<file path="src/rtl/turf_pkg.sv">
// turf_pkg: shared definitions for the TURF hold scheduler.
//   NUM_SURFS_DEF / NUM_HOLD_DEF / EVNUM_WIDTH_DEF : default geometry
//   clog2()                                        : buffer-index width helper
//   event_rec_t                                    : {buffer, event number} record
package turf_pkg;

  localparam int NUM_SURFS_DEF   = 12;
  localparam int NUM_HOLD_DEF    = 4;
  localparam int EVNUM_WIDTH_DEF = 32;

  // Number of bits needed to index 'value' items (0 for value <= 1).
  function automatic int clog2(input int value);
    int r;
    r = 0;
    for (int i = 0; i < 31; i++) begin
      if ((1 << i) < value) r = i + 1;
    end
    return r;
  endfunction

  localparam int BUF_W_DEF = clog2(NUM_HOLD_DEF);

  typedef struct packed {
    logic [BUF_W_DEF-1:0]       buf_id;
    logic [EVNUM_WIDTH_DEF-1:0] evnum;
  } event_rec_t;

endpackage

</file>
<file path="src/rtl/turf_event_fifo.sv">
// turf_event_fifo: first-word-fall-through FIFO.
//   clk_i, rst_n_i : clock, asynchronous active-low reset
//   push_i, data_i : write a word
//   pop_i          : consume the head word (ignored when empty)
//   data_o         : head word, valid whenever empty_o is low
//   count_o        : number of stored words (0..DEPTH)
//   full_o/empty_o : status, decoded from the registered count
module turf_event_fifo
  import turf_pkg::*;
#(
  parameter int WIDTH = 8,
  parameter int DEPTH = 4
) (
  input  logic                   clk_i,
  input  logic                   rst_n_i,
  input  logic                   push_i,
  input  logic [WIDTH-1:0]       data_i,
  input  logic                   pop_i,
  output logic [WIDTH-1:0]       data_o,
  output logic [clog2(DEPTH):0]  count_o,
  output logic                   full_o,
  output logic                   empty_o
);

  localparam int PTR_W = clog2(DEPTH);
  localparam logic [PTR_W:0] DEPTH_C = (PTR_W + 1)'(DEPTH);

  logic [WIDTH-1:0] mem_q [DEPTH];
  logic [PTR_W-1:0] wr_q, wr_d, rd_q, rd_d;
  logic [PTR_W:0]   count_q, count_d;
  logic             do_push, do_pop;

  assign empty_o = (count_q == '0);
  assign full_o  = (count_q == DEPTH_C);
  assign count_o = count_q;
  assign data_o  = mem_q[rd_q];

  always_comb begin
    do_pop  = pop_i && !empty_o;
    // A pop in the same cycle makes room, so push-while-full-and-popping is legal.
    do_push = push_i && (!full_o || do_pop);
    wr_d    = do_push ? wr_q + 1'b1 : wr_q;
    rd_d    = do_pop  ? rd_q + 1'b1 : rd_q;
    count_d = count_q;
    case ({do_push, do_pop})
      2'b10:   count_d = count_q + 1'b1;
      2'b01:   count_d = count_q - 1'b1;
      default: count_d = count_q;
    endcase
  end

  always_ff @(posedge clk_i or negedge rst_n_i) begin
    if (!rst_n_i) begin
      wr_q    <= '0;
      rd_q    <= '0;
      count_q <= '0;
    end else begin
      wr_q    <= wr_d;
      rd_q    <= rd_d;
      count_q <= count_d;
    end
  end

  // Storage has no reset so it can map onto distributed RAM.
  always_ff @(posedge clk_i) begin
    if (do_push) mem_q[wr_q] <= data_i;
  end

endmodule

</file>
<file path="src/rtl/turf_hold_scheduler.sv">
// turf_hold_scheduler: allocates shared analog hold buffers in strict
// round-robin order, drives the HOLD lines to every SURF and queues
// {buffer, event number} records for readout.
//   clk125_i, rst_n_i        : clock, asynchronous active-low reset
//   enable_i, trig_i         : trigger-accept request (rejected when disabled)
//   buf_done_valid_i/_id_i   : readout of a buffer finished, release it
//   evnum_clear_i            : zero the event counter
//   hold_o                   : bit NUM_HOLD*i+k = buffer k held on SURF i
//   event_valid_o/_ready_i   : record handshake; event_buf_o/event_num_o payload
//   full_o                   : next round-robin buffer is still held
//   reject_count_o           : saturating count of rejected triggers
//   err_release_o            : sticky, a buffer was released while not held
module turf_hold_scheduler
  import turf_pkg::*;
#(
  parameter  int NUM_SURFS      = NUM_SURFS_DEF,
  parameter  int NUM_HOLD       = NUM_HOLD_DEF,
  parameter  int HOLDOFF_CYCLES = 16,
  parameter  int EVNUM_WIDTH    = EVNUM_WIDTH_DEF,
  localparam int BUF_W          = clog2(NUM_HOLD)
) (
  input  logic                          clk125_i,
  input  logic                          rst_n_i,
  input  logic                          enable_i,
  input  logic                          trig_i,
  input  logic                          buf_done_valid_i,
  input  logic [BUF_W-1:0]              buf_done_id_i,
  input  logic                          evnum_clear_i,
  output logic [NUM_HOLD*NUM_SURFS-1:0] hold_o,
  output logic                          event_valid_o,
  input  logic                          event_ready_i,
  output logic [BUF_W-1:0]              event_buf_o,
  output logic [EVNUM_WIDTH-1:0]        event_num_o,
  output logic                          full_o,
  output logic [15:0]                   reject_count_o,
  output logic                          err_release_o
);

  localparam int HO_W = clog2(HOLDOFF_CYCLES + 1);
  localparam logic [HO_W-1:0] HOLDOFF_LOAD = HO_W'(HOLDOFF_CYCLES - 1);

  logic [NUM_HOLD-1:0]    held_q, held_d;
  logic [BUF_W-1:0]       wr_ptr_q, wr_ptr_d;
  logic [EVNUM_WIDTH-1:0] evnum_q, evnum_d;
  logic [HO_W-1:0]        holdoff_q, holdoff_d;
  logic [15:0]            reject_q, reject_d;
  logic                   err_q, err_d;
  logic                   accept;

  logic                   fifo_full, fifo_empty;
  logic [BUF_W:0]         fifo_count;

  always_comb begin
    full_o = held_q[wr_ptr_q];
    accept = trig_i && enable_i && !held_q[wr_ptr_q] && (holdoff_q == '0);

    // Clear before set: a release of the buffer being allocated can only
    // happen when that buffer is already free, so the allocation wins.
    held_d = held_q;
    if (buf_done_valid_i) held_d[buf_done_id_i] = 1'b0;
    if (accept)           held_d[wr_ptr_q]      = 1'b1;

    err_d    = err_q | (buf_done_valid_i && !held_q[buf_done_id_i]);
    wr_ptr_d = accept ? wr_ptr_q + 1'b1 : wr_ptr_q;

    evnum_d = evnum_q;
    if (evnum_clear_i) evnum_d = '0;
    else if (accept)   evnum_d = evnum_q + 1'b1;

    holdoff_d = holdoff_q;
    if (accept)                holdoff_d = HOLDOFF_LOAD;
    else if (holdoff_q != '0)  holdoff_d = holdoff_q - 1'b1;

    reject_d = reject_q;
    if (trig_i && !accept && (reject_q != 16'hFFFF)) reject_d = reject_q + 1'b1;
  end

  always_ff @(posedge clk125_i or negedge rst_n_i) begin
    if (!rst_n_i) begin
      held_q    <= '0;
      wr_ptr_q  <= '0;
      evnum_q   <= '0;
      holdoff_q <= '0;
      reject_q  <= '0;
      err_q     <= 1'b0;
    end else begin
      held_q    <= held_d;
      wr_ptr_q  <= wr_ptr_d;
      evnum_q   <= evnum_d;
      holdoff_q <= holdoff_d;
      reject_q  <= reject_d;
      err_q     <= err_d;
    end
  end

  turf_event_fifo #(
    .WIDTH (BUF_W + EVNUM_WIDTH),
    .DEPTH (NUM_HOLD)
  ) u_fifo (
    .clk_i   (clk125_i),
    .rst_n_i (rst_n_i),
    .push_i  (accept),
    .data_i  ({wr_ptr_q, evnum_q}),
    .pop_i   (event_ready_i),
    .data_o  ({event_buf_o, event_num_o}),
    .count_o (fifo_count),
    .full_o  (fifo_full),
    .empty_o (fifo_empty)
  );

  assign event_valid_o  = !fifo_empty;
  assign reject_count_o = reject_q;
  assign err_release_o  = err_q;

  generate
    for (genvar gi = 0; gi < NUM_SURFS; gi++) begin : g_surf
      assign hold_o[gi*NUM_HOLD +: NUM_HOLD] = held_q;
    end
  endgenerate

  // Records only exist for accepted triggers, so the queue should never be
  // asked to take a record while it is already full.
  always_ff @(posedge clk125_i) begin
    if (rst_n_i) begin
      assert (!(accept && fifo_full));
      assert (fifo_count <= (BUF_W + 1)'(NUM_HOLD));
    end
  end

endmodule
</file>
<file path="config.mk">
export PLATFORM = sky130hd
export DESIGN_NAME = turf_hold_scheduler
export DESIGN_NICKNAME = d
export VERILOG_FILES = /design/src/rtl/turf_pkg.sv /design/src/rtl/turf_event_fifo.sv /design/src/rtl/turf_hold_scheduler.sv
export SDC_FILE = /design/constraint.sdc
export NUM_CORES = 1
export LEC_CHECK = 0
export BUFFER_PORTS_ARGS = -buffer_cell sky130_fd_sc_hd__buf_2
export CORE_MARGIN = 4
export CORE_UTILIZATION = 30
export CTS_BUF_LIST = sky130_fd_sc_hd__clkbuf_4
export DETAILED_ROUTE_END_ITERATION = 10
export GPL_TIMING_DRIVEN = 0
export HOLD_SLACK_MARGIN = 0.05
export PLACE_DENSITY = 0.53
export SLEW_MARGIN = 20
export SYNTH_ARGS = -nofsm -noshare
export SYNTH_HDL_FRONTEND = slang
export SYNTH_SLANG_ARGS = --single-unit
</file>
<file path="constraint.sdc">
create_clock -name clk125_i -period 4.2 [get_ports clk125_i]
set_input_delay 0.21 -clock clk125_i [delete_from_list [all_inputs] [get_ports clk125_i]]
set_output_delay 0.21 -clock clk125_i [all_outputs]
set_load 0.01 [all_outputs]
</file>
==> key figures <==
Synthesis
  • Cells after Synth: 589
  • Fraction of registers with async set/reset: 33.0%
  • Synth warn: 0
  • Synthesized cell area: 8880 um2
  • Post-synthesis sequential area ratio: 64.9%
  • Avg Inst Size Synth: 15.1 um2
  • Synthesized net count: 610
  • Post-synth EDFFs: 136
  • Most used flip-flop cell after synthesis: edfxtp_1
  • Synth Register Bits: 203
  • Netlist cell types: 48

Cells and area
  • Final-stage net count: 790
  • Ratio of cells with drive above 1 in the final layout: 38.5%
  • Multi-input logic area: 2650 um2
  • Fill count: 2781
  • Fin cells: 1198
  • Area Overhead vs Synth: 22.6%
  • FF/Latch Area: 5760 um2

Hold path
  • Hold Path Class: in -> reg

Power and ir drop
  • Pwr per Cell Area: 515 nW/um2
  • Total power draw: 5.60 mW
  • P_int: 3.96 mW
  • Leakage power: 4.55 nW
  • Reg power frac: 43.1%
  • Switch share: 29.4%
  • Worst vdd ir: 0.285 mV
  • Clock power share: 31.5%
  • NetSw: 1.65 mW
  • Gate power share: 25.5%

Worst setup path
  • Critical path launch point type: flip-flop
  • Worst Path Max Fanout: 18
  • Worst Path Required: 4.51 ns
  • CP Data Arrival Time: 3.62 ns
  • Critical Path Sink Type: flip-flop
  • CP Class: reg -> reg

Drt
  • Vias: 5533
  • Avg WL per Cell: 15.7 um
  • DRT Pass-1 Iters: 5
  • 1st-iter DRT viols: 276
  • Vias per inst: 4.62
  • Final wirelength: 18800 um
  • # DRC: 0
  • Final ANT Viol Nets: 0

CTS
  • Clk_lat worst skew: 0.66 ns
  • Postcts setup bufs: 0
  • CTS tree: done
  • H-tree lvl count: 2
  • Clock buffer depth: 3
  • Cts repair resizes: 0
  • Hold buffer count at cts: 12
  • Root buf cell: clkbuf_4
  • CTS Buf Count: 52
  • CTS sink cnt: 203
  • Clock slew at reported path FFs: 0.07 ns

Placed design
  • Placed insts: 1087
  • PortBufs: 109
  • HPWL after DPL: 12300 um
  • Pre-CTS setup slack: 0.810 ns
  • Global placer's final weighted congestion: 0.747

Timing
  • Final setup vio count: 0
  • Pins Over Slew Limit: 0
  • Fmax: 303 MHz
  • Post-route setup slack: 0.896 ns
  • Worst Skew: 0.0663 ns
  • RSZ-0062 raised after global routing: false
  • Relative slew margins: 30.6%
  • Final Hold Vio Count: 0
  • Setup TNS: 0 ns
  • Minimum clock period: 3.30 ns
  • Fin crit share: 78.7%
  • Worst slew pin tran: 1.02 ns

Floorplan
  • Initial Util: 30.7%
  • Core Rows: 62
  • Total core area: 28900 um2
  • Die width: 180 um
  • Num ports: 110
  • Chip Height: 180 um
  • Die area: 32400 um2

Global route
  • Global route hottest layer: met2
  • Grt met2 use: 18.5%
  • Met1 usage: 15.6%
  • Global-route wire length before repair: 30500 um
  • Total Routing Usage GR: 11.5%
  • Largest net degree at the start of global routing: 38
  • M3 GR Usage: 2.81%
  • Initial antenna violation count: 1
  • GRT Residual Overflow: 0
  • Vias in the first global route: 5679

Outcome
  • Run status: finished, final reports clean

Job
  • Max cap viols: 0
-- area by class of cell --
class | instances | share of cell area (%)
Antenna cell | 1 | 0.0230
Buffer | 71 | 4.03
Clock buffer | 93 | 6.41
Clock inverter | 5 | 0.230
Inverter | 11 | 0.379
Multi-Input combinational cell | 304 | 24.3
Sequential cell | 203 | 52.9
Tap cell | 384 | 4.41
Timing Repair Buffer | 126 | 7.29
-- cells in the final DEF, fill, tap and decap left out, types with 20 or more instances in the layout --
| cell | count |
|---|---|
| mux4_2 | 35 |
| clkbuf_1 | 20 |
| edfxtp_1 | 136 |
| o31ai_1 | 20 |
| a21oi_1 | 25 |
| dfrtp_1 | 67 |
| nand2_1 | 26 |
| buf_4 | 45 |
| clkbuf_4 | 93 |
| buf_2 | 108 |
-- logic make-up (layout without fill, tap and decap cells) --
group / after synthesis / count (layout) / synth area share, %
and+or+nand+nor: 155 / 155 / 10.4
buffers and inverters: 82 / 306 / 5.41
xor gates and xnor gates: 20 / 20 / 1.97
muxes: 52 / 52 / 11.0
AOI/OAI and AO/OA: 65 / 65 / 4.58
adders and majority gates: 12 / 12 / 1.78
DFF: 203 / 203 / 64.9
other: 0 / 1 / 0
-- synth_stat cells (all sizes together), types with 13 or more instances --
| cell | number | area share (%) |
|---|---|---|
| nand2 | 26 | 1.1 |
| clkbuf | 20 | 0.85 |
| a21oi | 25 | 1.4 |
| buf | 51 | 4.1 |
| o31ai | 20 | 1.7 |
| nand3 | 17 | 0.96 |
| edfxtp | 136 | 46 |
| or4 | 19 | 1.6 |
| dfrtp | 67 | 19 |
| mux4 | 35 | 8.9 |
| nor2 | 14 | 0.59 |
| xor2 | 14 | 1.4 |
| mux2 | 13 | 1.6 |
-- power groups by stage --
stage                     Sequential [mW]  Combinational [mW]  Clock (mW)
after floorplan                      2.44               0.952           0
after global placement               2.45                1.45           0
after detailed placement             2.46                1.46           0
after CTS                            2.42                1.48        1.83
after global routing                 2.44                1.59        1.95
final                                2.41                1.43        1.76
-- critical path, stage by stage (launching register included) --
cell and delay [ns]:
dfrtp_1 0.54, mux4_2 0.61, clkbuf_1 0.26, nor4_2 0.71
and2_2 0.64, buf_16 0.24
-- registers in the layout, indices dropped and copies added, names as in the netlist, 3 cells and up --
register and cells:
evnum_q 32, holdoff_q 5, u_fifo.count_o 3, u_fifo.mem_q 136, reject_count_o 16, held_q 4
-- through the flow --
step | cell area [um2] | utilization (%) | hold WS [ns]
after global placement | 9910 | 34.2 | 0.478
after floorplan | 8880 | - | -0.0856
after global routing | 10900 | 37.6 | 0.145
after detailed placement | 10000 | 34.7 | 0.184
final | 10900 | 37.6 | 0.127
after CTS | 10900 | 37.6 | 0.0613
-- worst paths after layout --
check	from	slack [ns]	end	depth (start not counted)
min reg2reg	holdoff_q[4]	0.51	holdoff_q[4]	1
max	held_q[1]	0.90	u_fifo.mem_q[3][1]	5
max in group asynchronous	rst_n_i	3.32	held_q[3]	4
max reg2reg	held_q[1]	0.90	u_fifo.mem_q[3][1]	5
min in group asynchronous	rst_n_i	0.60	reject_count_o[5]	4
min	enable_i	0.13	holdoff_q[1]	5
-- layer usage --
layer	share of wire [%]	wire length [um]
met1	45	8380
met2	48	9010
met3	6.2	1160
met4	1.5	276
met5	0	0
(Power assumes the default switching activity.)
